$ cat src/rtl/mmio_uart_tx.sv
// Memory-mapped 8N1 UART transmitter: a zero-wait-state bus responder feeding
// a circular TX FIFO that a baud-rate FSM drains onto the serial line.
module mmio_uart_tx #(
  parameter logic [31:0] BASE_ADDR   = 32'h0000_1000,
  parameter int unsigned FIFO_DEPTH  = 4,
  parameter logic [15:0] DEFAULT_DIV = 16'd434
) (
  input  logic        clk,
  input  logic        reset,
  input  logic [31:0] addr,
  input  logic [31:0] write_data,
  input  logic        mem_write,
  output logic [31:0] read_data,
  output logic        sel,
  output logic        tx
);

  localparam int unsigned   PW       = (FIFO_DEPTH > 1) ? $clog2(FIFO_DEPTH) : 1;
  localparam int unsigned   CW       = PW + 1;
  localparam logic [CW-1:0] FULL_CNT = CW'(FIFO_DEPTH);

  typedef enum logic [1:0] {
    S_IDLE,
    S_START,
    S_DATA,
    S_STOP
  } state_t;

  // Bus decode
  logic        w_sel;
  logic [1:0]  w_idx;
  logic        w_wr;
  logic        w_push_req;
  logic        w_push;
  logic        w_pop;
  logic        w_full;
  logic        w_empty;
  logic        w_busy;
  logic [3:0]  w_cnt4;
  logic [31:0] w_status;
  logic [31:0] w_rdata;
  logic [7:0]  w_head;
  logic        w_unused;

  // FIFO and configuration state
  logic [7:0]    r_mem [FIFO_DEPTH];
  logic [PW-1:0] r_wptr;
  logic [PW-1:0] r_rptr;
  logic [CW-1:0] r_count;
  logic          r_ovf;
  logic [15:0]   r_bauddiv;

  // Transmitter state
  state_t      r_state;
  state_t      w_state_next;
  logic [15:0] r_baud_cnt;
  logic [15:0] w_baud_next;
  logic [2:0]  r_bit_cnt;
  logic [2:0]  w_bit_next;
  logic [7:0]  r_shift;
  logic [7:0]  w_shift_next;
  logic [15:0] r_div;
  logic [15:0] w_div_next;
  logic        w_baud_last;
  logic        r_tx;
  logic        w_tx_next;

  assign w_sel      = (addr[31:4] == BASE_ADDR[31:4]);
  assign w_idx      = addr[3:2];
  assign w_wr       = w_sel && mem_write;
  assign w_push_req = w_wr && (w_idx == 2'd0);
  assign w_full     = (r_count == FULL_CNT);
  assign w_empty    = (r_count == '0);
  assign w_push     = w_push_req && !w_full;
  assign w_head     = r_mem[r_rptr];
  assign w_busy     = (r_state != S_IDLE);
  assign w_cnt4     = 4'(r_count);
  assign w_status   = {24'd0, w_cnt4, r_ovf, w_busy, w_empty, w_full};

  // Byte-lane address bits and upper store bits carry no meaning here.
  assign w_unused = &{1'b0, addr[1:0], write_data[31:16]};

  always_comb begin
    w_rdata = '0;
    if (w_sel) begin
      case (w_idx)
        2'd1:    w_rdata = w_status;
        2'd2:    w_rdata = {16'd0, r_bauddiv};
        default: w_rdata = '0;
      endcase
    end
  end

  assign read_data = w_rdata;
  assign sel       = w_sel;
  assign tx        = r_tx;

  always_ff @(posedge clk) begin
    if (w_push) begin
      r_mem[r_wptr] <= write_data[7:0];
    end
  end

  always_ff @(posedge clk) begin
    if (reset) begin
      r_wptr    <= '0;
      r_rptr    <= '0;
      r_count   <= '0;
      r_ovf     <= 1'b0;
      r_bauddiv <= DEFAULT_DIV;
    end else begin
      if (w_push) begin
        r_wptr <= r_wptr + PW'(1);
      end
      if (w_pop) begin
        r_rptr <= r_rptr + PW'(1);
      end
      case ({w_push, w_pop})
        2'b10:   r_count <= r_count + CW'(1);
        2'b01:   r_count <= r_count - CW'(1);
        default: r_count <= r_count;
      endcase
      // A rejected push wins over a clear; both cannot share a cycle anyway.
      if (w_push_req && w_full) begin
        r_ovf <= 1'b1;
      end else if (w_wr && (w_idx == 2'd1) && write_data[3]) begin
        r_ovf <= 1'b0;
      end
      if (w_wr && (w_idx == 2'd2)) begin
        r_bauddiv <= (write_data[15:0] == 16'd0) ? 16'd1 : write_data[15:0];
      end
    end
  end

  assign w_baud_last = (r_baud_cnt == (r_div - 16'd1));

  always_comb begin
    w_state_next = r_state;
    w_baud_next  = r_baud_cnt;
    w_bit_next   = r_bit_cnt;
    w_shift_next = r_shift;
    w_div_next   = r_div;
    w_pop        = 1'b0;
    case (r_state)
      S_IDLE: begin
        if (!w_empty) begin
          w_pop        = 1'b1;
          w_shift_next = w_head;
          w_div_next   = r_bauddiv;
          w_baud_next  = '0;
          w_state_next = S_START;
        end
      end
      S_START: begin
        if (w_baud_last) begin
          w_baud_next  = '0;
          w_bit_next   = '0;
          w_state_next = S_DATA;
        end else begin
          w_baud_next = r_baud_cnt + 16'd1;
        end
      end
      S_DATA: begin
        if (w_baud_last) begin
          w_baud_next  = '0;
          w_shift_next = {1'b0, r_shift[7:1]};
          if (r_bit_cnt == 3'd7) begin
            w_state_next = S_STOP;
          end else begin
            w_bit_next = r_bit_cnt + 3'd1;
          end
        end else begin
          w_baud_next = r_baud_cnt + 16'd1;
        end
      end
      S_STOP: begin
        if (w_baud_last) begin
          w_baud_next = '0;
          // Chain straight into the next start bit when a byte is waiting.
          if (!w_empty) begin
            w_pop        = 1'b1;
            w_shift_next = w_head;
            w_div_next   = r_bauddiv;
            w_state_next = S_START;
          end else begin
            w_state_next = S_IDLE;
          end
        end else begin
          w_baud_next = r_baud_cnt + 16'd1;
        end
      end
      default: w_state_next = S_IDLE;
    endcase

    case (w_state_next)
      S_START: w_tx_next = 1'b0;
      S_DATA:  w_tx_next = w_shift_next[0];
      default: w_tx_next = 1'b1;
    endcase
  end

  always_ff @(posedge clk) begin
    if (reset) begin
      r_state    <= S_IDLE;
      r_baud_cnt <= '0;
      r_bit_cnt  <= '0;
      r_shift    <= '0;
      r_div      <= DEFAULT_DIV;
      r_tx       <= 1'b1;
    end else begin
      r_state    <= w_state_next;
      r_baud_cnt <= w_baud_next;
      r_bit_cnt  <= w_bit_next;
      r_shift    <= w_shift_next;
      r_div      <= w_div_next;
      r_tx       <= w_tx_next;
    end
  end

endmodule
$ cat config.mk
export PLATFORM = sky130hd
export DESIGN_NAME = mmio_uart_tx
export DESIGN_NICKNAME = d
export VERILOG_FILES = /design/src/rtl/mmio_uart_tx.sv
export SDC_FILE = /design/constraint.sdc
export NUM_CORES = 1
export LEC_CHECK = 0
export BUFFER_PORTS_ARGS = -buffer_cell sky130_fd_sc_hd__buf_4
export CAP_MARGIN = 20
export CORE_MARGIN = 10
export CORE_UTILIZATION = 40
export DETAILED_ROUTE_END_ITERATION = 10
export PLACE_DENSITY = 0.69
export SLEW_MARGIN = 5
export SYNTH_ARGS = -nofsm -noshare
export SYNTH_HDL_FRONTEND = slang
export SYNTH_SLANG_ARGS = --single-unit
$ cat constraint.sdc
create_clock -name clk -period 3.9 [get_ports clk]
set_input_delay 0.78 -clock clk [delete_from_list [all_inputs] [get_ports clk]]
set_output_delay 0.78 -clock clk [all_outputs]
set_load 0.02 [all_outputs]
### Yosys cells after proc, flatten, opt, wreduce, memory -nomap -nowiden

Memories as Yosys holds them, arrays and structs flattened. A register that Yosys moved wholly into a read port is not among the register bits.
Index checks and enable logic that the tools add are counted.
Widths: inputs -> output; s select.

| word-level totals | value |
|---|---|
| register bits | 70 |
| bits in latches | 0 |
| RAM bits | 32 |
| bits in read-only memories | 0 |
| input port bits | 67 |
| output and inout bits | 34 |
| logic and storage cells | 95 |
| memories kept | 1 |

Memories:

| name | words | bits a word | rd ports | clocked after memory_dff | write ports | line | RTL |
|---|---|---|---|---|---|---|---|
| r_mem | 4 | 8 | 1 | 1 | 1 | 46 | `logic [7:0] r_mem [FIFO_DEPTH];` |

| cells by class | value |
|---|---|
| $add $sub $neg | 7 |
| multipliers | 0 |
| divide/modulo/power cells | 0 |
| $lt $le $gt $ge | 0 |
| equality and inequality tests | 18 |
| shift operators | 0 |
| muxes and demuxes | 35 |
| bitwise logic cells | 0 |
| reduce and logical (&&, ||, !) cells | 22 |

Operator list:

| operator | number |
|---|---|
| $pmux 16 s2 | 3 |
| $mux 16 | 5 |
| $mux 32 | 1 |
| $eq 28x9->1 const B | 1 |
| $mux 8 | 3 |
| $pmux 8 s3 | 1 |
| $add 16x1->16 const B | 1 |
| $eq 16x16->1 | 1 |
| $logic_not 16->1 | 1 |
| $sub 16x1->16 const B | 1 |
| $mux 2 | 7 |
| $pmux 3 s2 | 2 |
| $eq 2x2->1 const B | 5 |
| $ne 2x2->1 const B | 5 |
| $reduce_bool 2->1 | 5 |
| $mux 3 | 3 |
| $eq 2x1->1 const B | 4 |
| $pmux 2 s4 | 1 |
| $logic_and 1x1->1 | 7 |
| $mux 1 | 7 |
| $add 3x1->3 const B | 2 |
| $eq 3x3->1 const B | 2 |
| $add 2x1->2 const B | 2 |
| $logic_not 2->1 | 2 |
| other kinds (9) | 10 |

### Longest topological paths before layout

Gate-level depths: netlist of the first run.

| depth | value |
|---|---|
| depth after elaboration | 6 |
| gate-level depth with buffers | 16 |
| gate-level depth less buffers | 15 |

### Worst setup path before layout of the first run

No wires, ideal clock.

| timing | value |
|---|---|
| path type | register to register |
| start point | register r_div[6] |
| end point | register r_count[2] |
| setup time | 0.070 ns |
| arrival time | 3.830 ns |
| data required time | 3.830 ns |
| slack | 0.000 ns |
| stages on the path, launching flop included | 17 |
| buffers on the path | 3 |
| period minus slack after synthesis | 3.900 ns |
| cells stage by stage | dfxtp_1 -> buf_2 -> or4_4 -> buf_6 -> nor4_4 -> mux2_2 -> mux2i_1 -> a32oi_2 -> o31a_1 -> clkbuf_1 -> nor3_2 -> ha_1 -> inv_1 -> fa_1 -> xor2_1 -> or3_1 -> a21oi_1 |

| between the ends | value |
|---|---|
| longest elaborated chain between the ends | 6 |
| elaborated cells on any way between the ends | 8 |
| those cells by class | add/sub: 1; eq/ne: 3; mux: 3; reduce/logical: 1 |

RTL lines:

| element | line | RTL |
|---|---|---|
| from (decl) | 62 | `logic [15:0] r_div;` |
| from (signal assigned) | 215 | `r_div <= w_div_next;` |
| $sub 16x1->16 (*) | 135 | `assign w_baud_last = (r_baud_cnt == (r_div - 16'd1));` |
| $eq 16x16->1 (*) | 135 |  |
| $mux 1 (*) | 177 | `if (w_baud_last) begin` |
| $pmux 1 s2 (*) | 144 | `case (r_state)` |
| via w_pop | 35 | `logic w_pop;` |
| $eq 2x1->1 / $eq 2x2->1 (equally long branches) | 118 | `case ({w_push, w_pop})` |
| $pmux 3 s2 / $reduce_bool 2->1 (equally long branches) | n/a |  |
| to (signal assigned) | 119 | `2'b10: r_count <= r_count + CW'(1);` |
| to (signal assigned) | 120 | `2'b01: r_count <= r_count - CW'(1);` |
| to (signal assigned) | 121 | `default: r_count <= r_count;` |
| to (decl) | 49 | `logic [CW-1:0] r_count;` |

The timed path passes the listed nets; every way through them passes the cells marked *.
A chain may end at the register's enable or synchronous reset.

### Final worst setup path of the first run

| timing | value |
|---|---|
| start point | register r_div[1] |
| end point | register r_count[2] |

The elaborated chain is that of the path after synthesis.

==> impl_metrics.env, run 1 <==
export IMPL_cp_required_ps=4190
export IMPL_drt_iter0_markers=311
export IMPL_finalPower_mw=2.13
export IMPL_syn_inst=592
export IMPL_wl_per_cell_um=16.4
export IMPL_cts_tree="yes"
export IMPL_max_cap_violations=0
export IMPL_die_y_um=138
export IMPL_grt_pass1_vias=4619
export IMPL_overflow=0
export IMPL_clock_path_buffers=2
export IMPL_max_slew_margin=0.366
export IMPL_via_count=4549
export IMPL_final_min_clock_period_ps=3790
export IMPL_hp_class="reg2reg"
export IMPL_start_util=0.406
export IMPL_tightestPinTransition_ps=943
export IMPL_nets=733
export IMPL_drc=0
export IMPL_whs_ps=471
export IMPL_setup_tns_ps=0
export IMPL_cts_buffers=9
export IMPL_antenna_found_initial=0
export IMPL_fin_ws_ps=110
export IMPL_leakagePower_nw=2.57
export IMPL_irDropWorstVdd_mv=0.238
export IMPL_end_kind="register"
export IMPL_multiInputGateArea_mm2=0.00296
export IMPL_drt_antenna_violating_nets=0
export IMPL_avgViaCountPerCell=5.47
export IMPL_skew_ps=7.72
export IMPL_fin_crit_sh=0.972
export IMPL_crit_arrival_ps=4080
export IMPL_ys_top_cells_by_count="dfxtp_1, nor2_1, nand2_1, edfxtp_1, mux2i_1"
export IMPL_drive_above_1_share=0.199
export IMPL_fill_cells=1306
export IMPL_yosysTopAreaCell="dfxtp_1"
export IMPL_cp_max_fo=4
export IMPL_std_cell_rows=43
export IMPL_final_max_slew_viol_count=0
export IMPL_clock_sinks=104
export IMPL_power_density_mw_per_mm2=324
export IMPL_seq_area_mm2=0.00240
export IMPL_clock_root_buffer="clkbuf_16"
export IMPL_clock_fmax_ghz=0.264
export IMPL_worstSkewPairLatency_ps=360
export IMPL_synthFlopType="dfxtp_1"
export IMPL_gp_congestion=0.887
export IMPL_finalSetupViolCount=0
export IMPL_die_w_um=138
export IMPL_start_kind="register"
export IMPL_die_area_mm2=0.0192
export IMPL_core_mm2=0.0138
export IMPL_critical_path_startpoint="r_div[1]"
export IMPL_worstRegToRegCells=15
export IMPL_grt_max_degree=58
export IMPL_worstSetupPathType="reg2reg"
export IMPL_yosysSeqAreaShare=0.428
export IMPL_grt_pass1_wl_um=22700
export IMPL_synth_edff_count=32
export IMPL_drt_wl_total_um=13600
export IMPL_status="completed"
export IMPL_netlist_area_leader_share=0.257
export IMPL_holdPathStages=2
export IMPL_clk_pin_slew_worst_paths_ps=80
export IMPL_synthDistinctLibCells=68
export IMPL_rsz0062_at_grt="yes"
export IMPL_dp_cells=813
export IMPL_timing_final_hold_violations=0
export IMPL_ys_async_sr_fraction=0
export IMPL_antenna_cells=0
export IMPL_yosysWarnings=0
export IMPL_drtPass1Iterations=5
export IMPL_cts_max_level=3
export IMPL_port_buffers=66
export IMPL_instances_no_fill=832
export IMPL_ios=101
export IMPL_pre_cts_slack_ps=-11.8
export IMPL_worstHoldStart="r_bauddiv[13]"
export IMPL_grt_usage=0.140
export IMPL_area_growth_syn_to_layout_pct=17.6
export IMPL_avgSynthCellArea_um2=9.48
export IMPL_place_hpwl_um=10300
export IMPL_synth_most_common_cell="dfxtp_1"
export IMPL_synth_cell_area_mm2=0.00561
export IMPL_r2r_start="r_div[1]"
export IMPL_synth_seq_cells=104
export IMPL_synth_area_top_cells="dfxtp_1, edfxtp_1, mux2i_1"
power by group:
group          internal [mW]  switching, mW  leakage [nW]
Sequential              1.11  0.00000000487         0.867
Clock                  0.463          0.472         0.150
Combinational         0.0364         0.0507          1.55
Total                   1.61          0.523          2.57
registers in the layout, indices dropped and copies added, names as in the netlist, named ones only:
name / count
r_bauddiv: 16
r_div: 16
r_ovf: 1
r_mem: 32
r_bit_cnt: 3
r_shift: 8
r_rptr: 2
r_state: 2
r_count: 3
r_wptr: 2
r_baud_cnt: 16
tx: 1
critical path, stage by stage (launching register included):
cell	delay, ps
dfxtp_2	330
inv_1	50
ha_1	160
or4b_4	500
a2111oi_4	190
nor3_1	90
nor4_2	350
nand4_1	180
o31a_1	340
nor3_2	250
ha_2	230
inv_1	60
fa_1	370
xor2_1	160
or3_1	330
a21oi_2	130
metrics by stage:
step                 util  area, µm²
detailed placement  0.449       6200
global route        0.477       6600
CTS                 0.471       6520
global placement    0.449       6200
floorplan               -       5670
finish              0.477       6600
layout make-up:
cell class	count	share of cell area
Clock inverter	7	0.0137
Inverter	19	0.0108
Timing Repair Buffer	83	0.0945
Multi-Input combinational cell	430	0.448
Sequential cell	104	0.364
Clock buffer	9	0.0341
Tap cell	180	0.0341
final timing paths:
kind                         to  slack [ps]
setup / recovery     r_count[2]         110
hold / removal    r_bauddiv[13]         470
setup reg to reg     r_count[2]         110
hold reg to reg   r_bauddiv[13]         470
kinds of logic after synthesis:
kind of cell	share of synthesized area
simple gates	0.207
compound gates	0.139
flops	0.428
buf+inv	0.0645
mux	0.0861
xor+xnor	0.0312
fa+ha+maj	0.0437
other cells	0.000668
placed cells by master, fill, tap and decap left out, types with 10 or more instances in the layout:
cell type  synthesis  layout
a21oi_1           27      26
xor2_1            10      10
nor4_1            13      13
a22oi_1           14      14
inv_1             19      19
xnor2_1           10      10
dfxtp_1           72      71
nor3_1            13      13
ha_1              18      17
o21ai_0           17      17
and3_1            20      20
nand3_1           15      15
conb_1             1      16
edfxtp_1          32      32
mux2i_1           28      28
nor2_1            60      60
nand2_1           58      58
nand3b_1          10      10
buf_4             17      83
layer usage:
layer  GRT usage  wire [µm]  share of wire
met5           0          0              0
met4      0.0444        195          0.014
met3      0.0459        827          0.061
met2       0.230       6470           0.47
met1       0.170       6140           0.45
what timing repair did:
action / in CTS / in global routing
pin swaps: 1 / 5
buffers inserted: 0 / 3
gates resized for setup: 0 / 11
hold buffers: 0 / 0
cloned: 0 / 0
setup endpoints to repair: 1 / 2
Power figures use the tool's default switching activity.
==> inputs of run 2 (changes only) <==
CORE_MARGIN = default   (was 10)
MAX_ROUTING_LAYER = met4   (was default)
==> impl_metrics.env, run 2 (same netlist as run 1, synthesis figures left out) <==
export IMPL_drive_above_1_share=0.195
export IMPL_avgViaCountPerCell=5.49
export IMPL_status="completed"
export IMPL_final_min_clock_period_ps=3750
export IMPL_nets=731
export IMPL_r2r_end="r_count[2]"
export IMPL_instances_no_fill=826
export IMPL_pre_cts_slack_ps=66.0
export IMPL_overflow=0
export IMPL_fin_ws_ps=152
export IMPL_grt_max_degree=58
export IMPL_skew_ps=12.3
export IMPL_hp_class="reg2reg"
export IMPL_top_layer="met4"
export IMPL_grt_usage=0.194
export IMPL_clock_root_buffer="clkbuf_16"
export IMPL_dr_wl_met2_um=6520
export IMPL_wl_per_cell_um=15.8
export IMPL_std_cell_rows=42
export IMPL_finalSetupViolCount=0
export IMPL_drt_wl_total_um=13000
export IMPL_final_max_slew_viol_count=0
export IMPL_ios=101
export IMPL_antenna_found_initial=0
export IMPL_clock_fmax_ghz=0.267
export IMPL_die_area_mm2=0.0145
export IMPL_max_cap_violations=0
export IMPL_cpPeakStageDelay_ps=560
export IMPL_worstHoldStart="r_bauddiv[7]"
export IMPL_end_kind="register"
export IMPL_irDropWorstVdd_mv=0.246
export IMPL_drt_antenna_violating_nets=0
export IMPL_area_growth_syn_to_layout_pct=17.0
export IMPL_drc=0
export IMPL_worstRegToRegCells=13
export IMPL_port_buffers=66
export IMPL_cp_max_fo=6
export IMPL_wl_met1_um=5690
export IMPL_grt_pass1_wl_um=21500
export IMPL_core_mm2=0.0135
export IMPL_clock_path_buffers=2
export IMPL_start_kind="register"
export IMPL_finalPower_mw=2.11
export IMPL_die_w_um=120
export IMPL_drt_iter0_markers=183
export IMPL_drtPass1Iterations=4
export IMPL_antenna_cells=0
export IMPL_regToRegSetupSlack_ps=150
export IMPL_cpMaxStageDelayCell="or4_4"
export IMPL_leakagePower_nw=2.53
export IMPL_clock_sinks=104
export IMPL_grt_pass1_vias=4488
export IMPL_clk_pin_slew_worst_paths_ps=80
export IMPL_met3_length_um=538
export IMPL_via_count=4537
export IMPL_whs_ps=479
export IMPL_power_density_mw_per_mm2=322
export IMPL_start_util=0.417
export IMPL_holdPathStages=2
export IMPL_worstSetupPathType="reg2reg"
export IMPL_tightestPinTransition_ps=1030
export IMPL_path_cells="or4_4, nor4_4, mux2_2, mux2i_1, a32oi_2, o31a_1, nor3_4, ha_2, inv_1, fa_1, xor2_1, or3_1, a21oi_2"
export IMPL_dp_cells=808
export IMPL_cts_buffers=9
export IMPL_fin_crit_sh=0.961
export IMPL_largest_reg_flops=32
export IMPL_max_slew_margin=0.310
export IMPL_cp_required_ps=4190
export IMPL_timing_final_hold_violations=0
export IMPL_r2r_start="r_div[7]"
export IMPL_cts_max_level=3
export IMPL_crit_arrival_ps=4040
export IMPL_layout_commonest_cell="buf_4"
export IMPL_gp_congestion=0.933
export IMPL_hold_end="r_bauddiv[7]"
export IMPL_cts_tree="yes"
export IMPL_largest_register="r_mem"
export IMPL_final_cell_mix="buf_4, dfxtp_1, nor2_1"
export IMPL_place_hpwl_um=9500
export IMPL_worstSkewPairLatency_ps=350
export IMPL_die_y_um=120
## run 2: critical path, delay by kind of cell, from the launching register on
family,cells,cell delay [ps]
AOI/OAI and AO/OA,3,670
xor gates and xnor gates,1,160
adders and majority gates,2,580
buffers and inverters,1,50
DFF,1,380
muxes,2,510
and+or+nand+nor,4,1330
## run 2: worst max-delay path by stage
| stage | depth (start not counted) | end | start | slack (ps) |
|---|---|---|---|---|
| after floorplan | 16 | r_count[2] | r_div[6] | 10 |
| after global placement | 15 | r_count[2] | r_div[1] | 140 |
| after detailed placement | 15 | r_count[2] | r_div[1] | 70 |
| after CTS | 15 | r_count[2] | r_div[1] | 40 |
| after global routing | 15 | r_count[2] | r_div[1] | -60 |
| final | 13 | r_count[2] | r_div[7] | 150 |
## run 2: where the power goes
part           switching (mW)  internal [mW]  total (mW)
clock network           0.454          0.459       0.913
logic                  0.0511         0.0365      0.0876
registers       0.00000000488           1.11        1.11
## run 2: final cells by class
type                       instances  area (µm²)
clock buffer                       9         225
fill                            1254        6890
clock inverter                     7        82.6
timing repair buffer              81         608
multi-input combinational        430        2950
inverter                          19        71.3
sequential                       104        2400
tap                              176         220
## run 2: what timing repair did
item / in CTS / in global routing
resized for setup: 0 / 11
buffers inserted: 0 / 2
hold buffers: 0 / 0
endpoints found under the setup margin: 0 / 2
## run 2: metal layers
layer  track usage  vias up
met1         0.233     2168
li1              -     2211
met5             -        -
met3        0.0292       20
met2         0.325      138
met4        0.0826        0
## run 2: through the flow
step                       util  TNS [ps]  instance area, µm²
after detailed placement  0.460         0                6190
after CTS                 0.483         0                6500
final                     0.488         0                6560
after global placement    0.460         0                6190
after floorplan               -         0                5670
after global routing      0.488     -59.1                6560
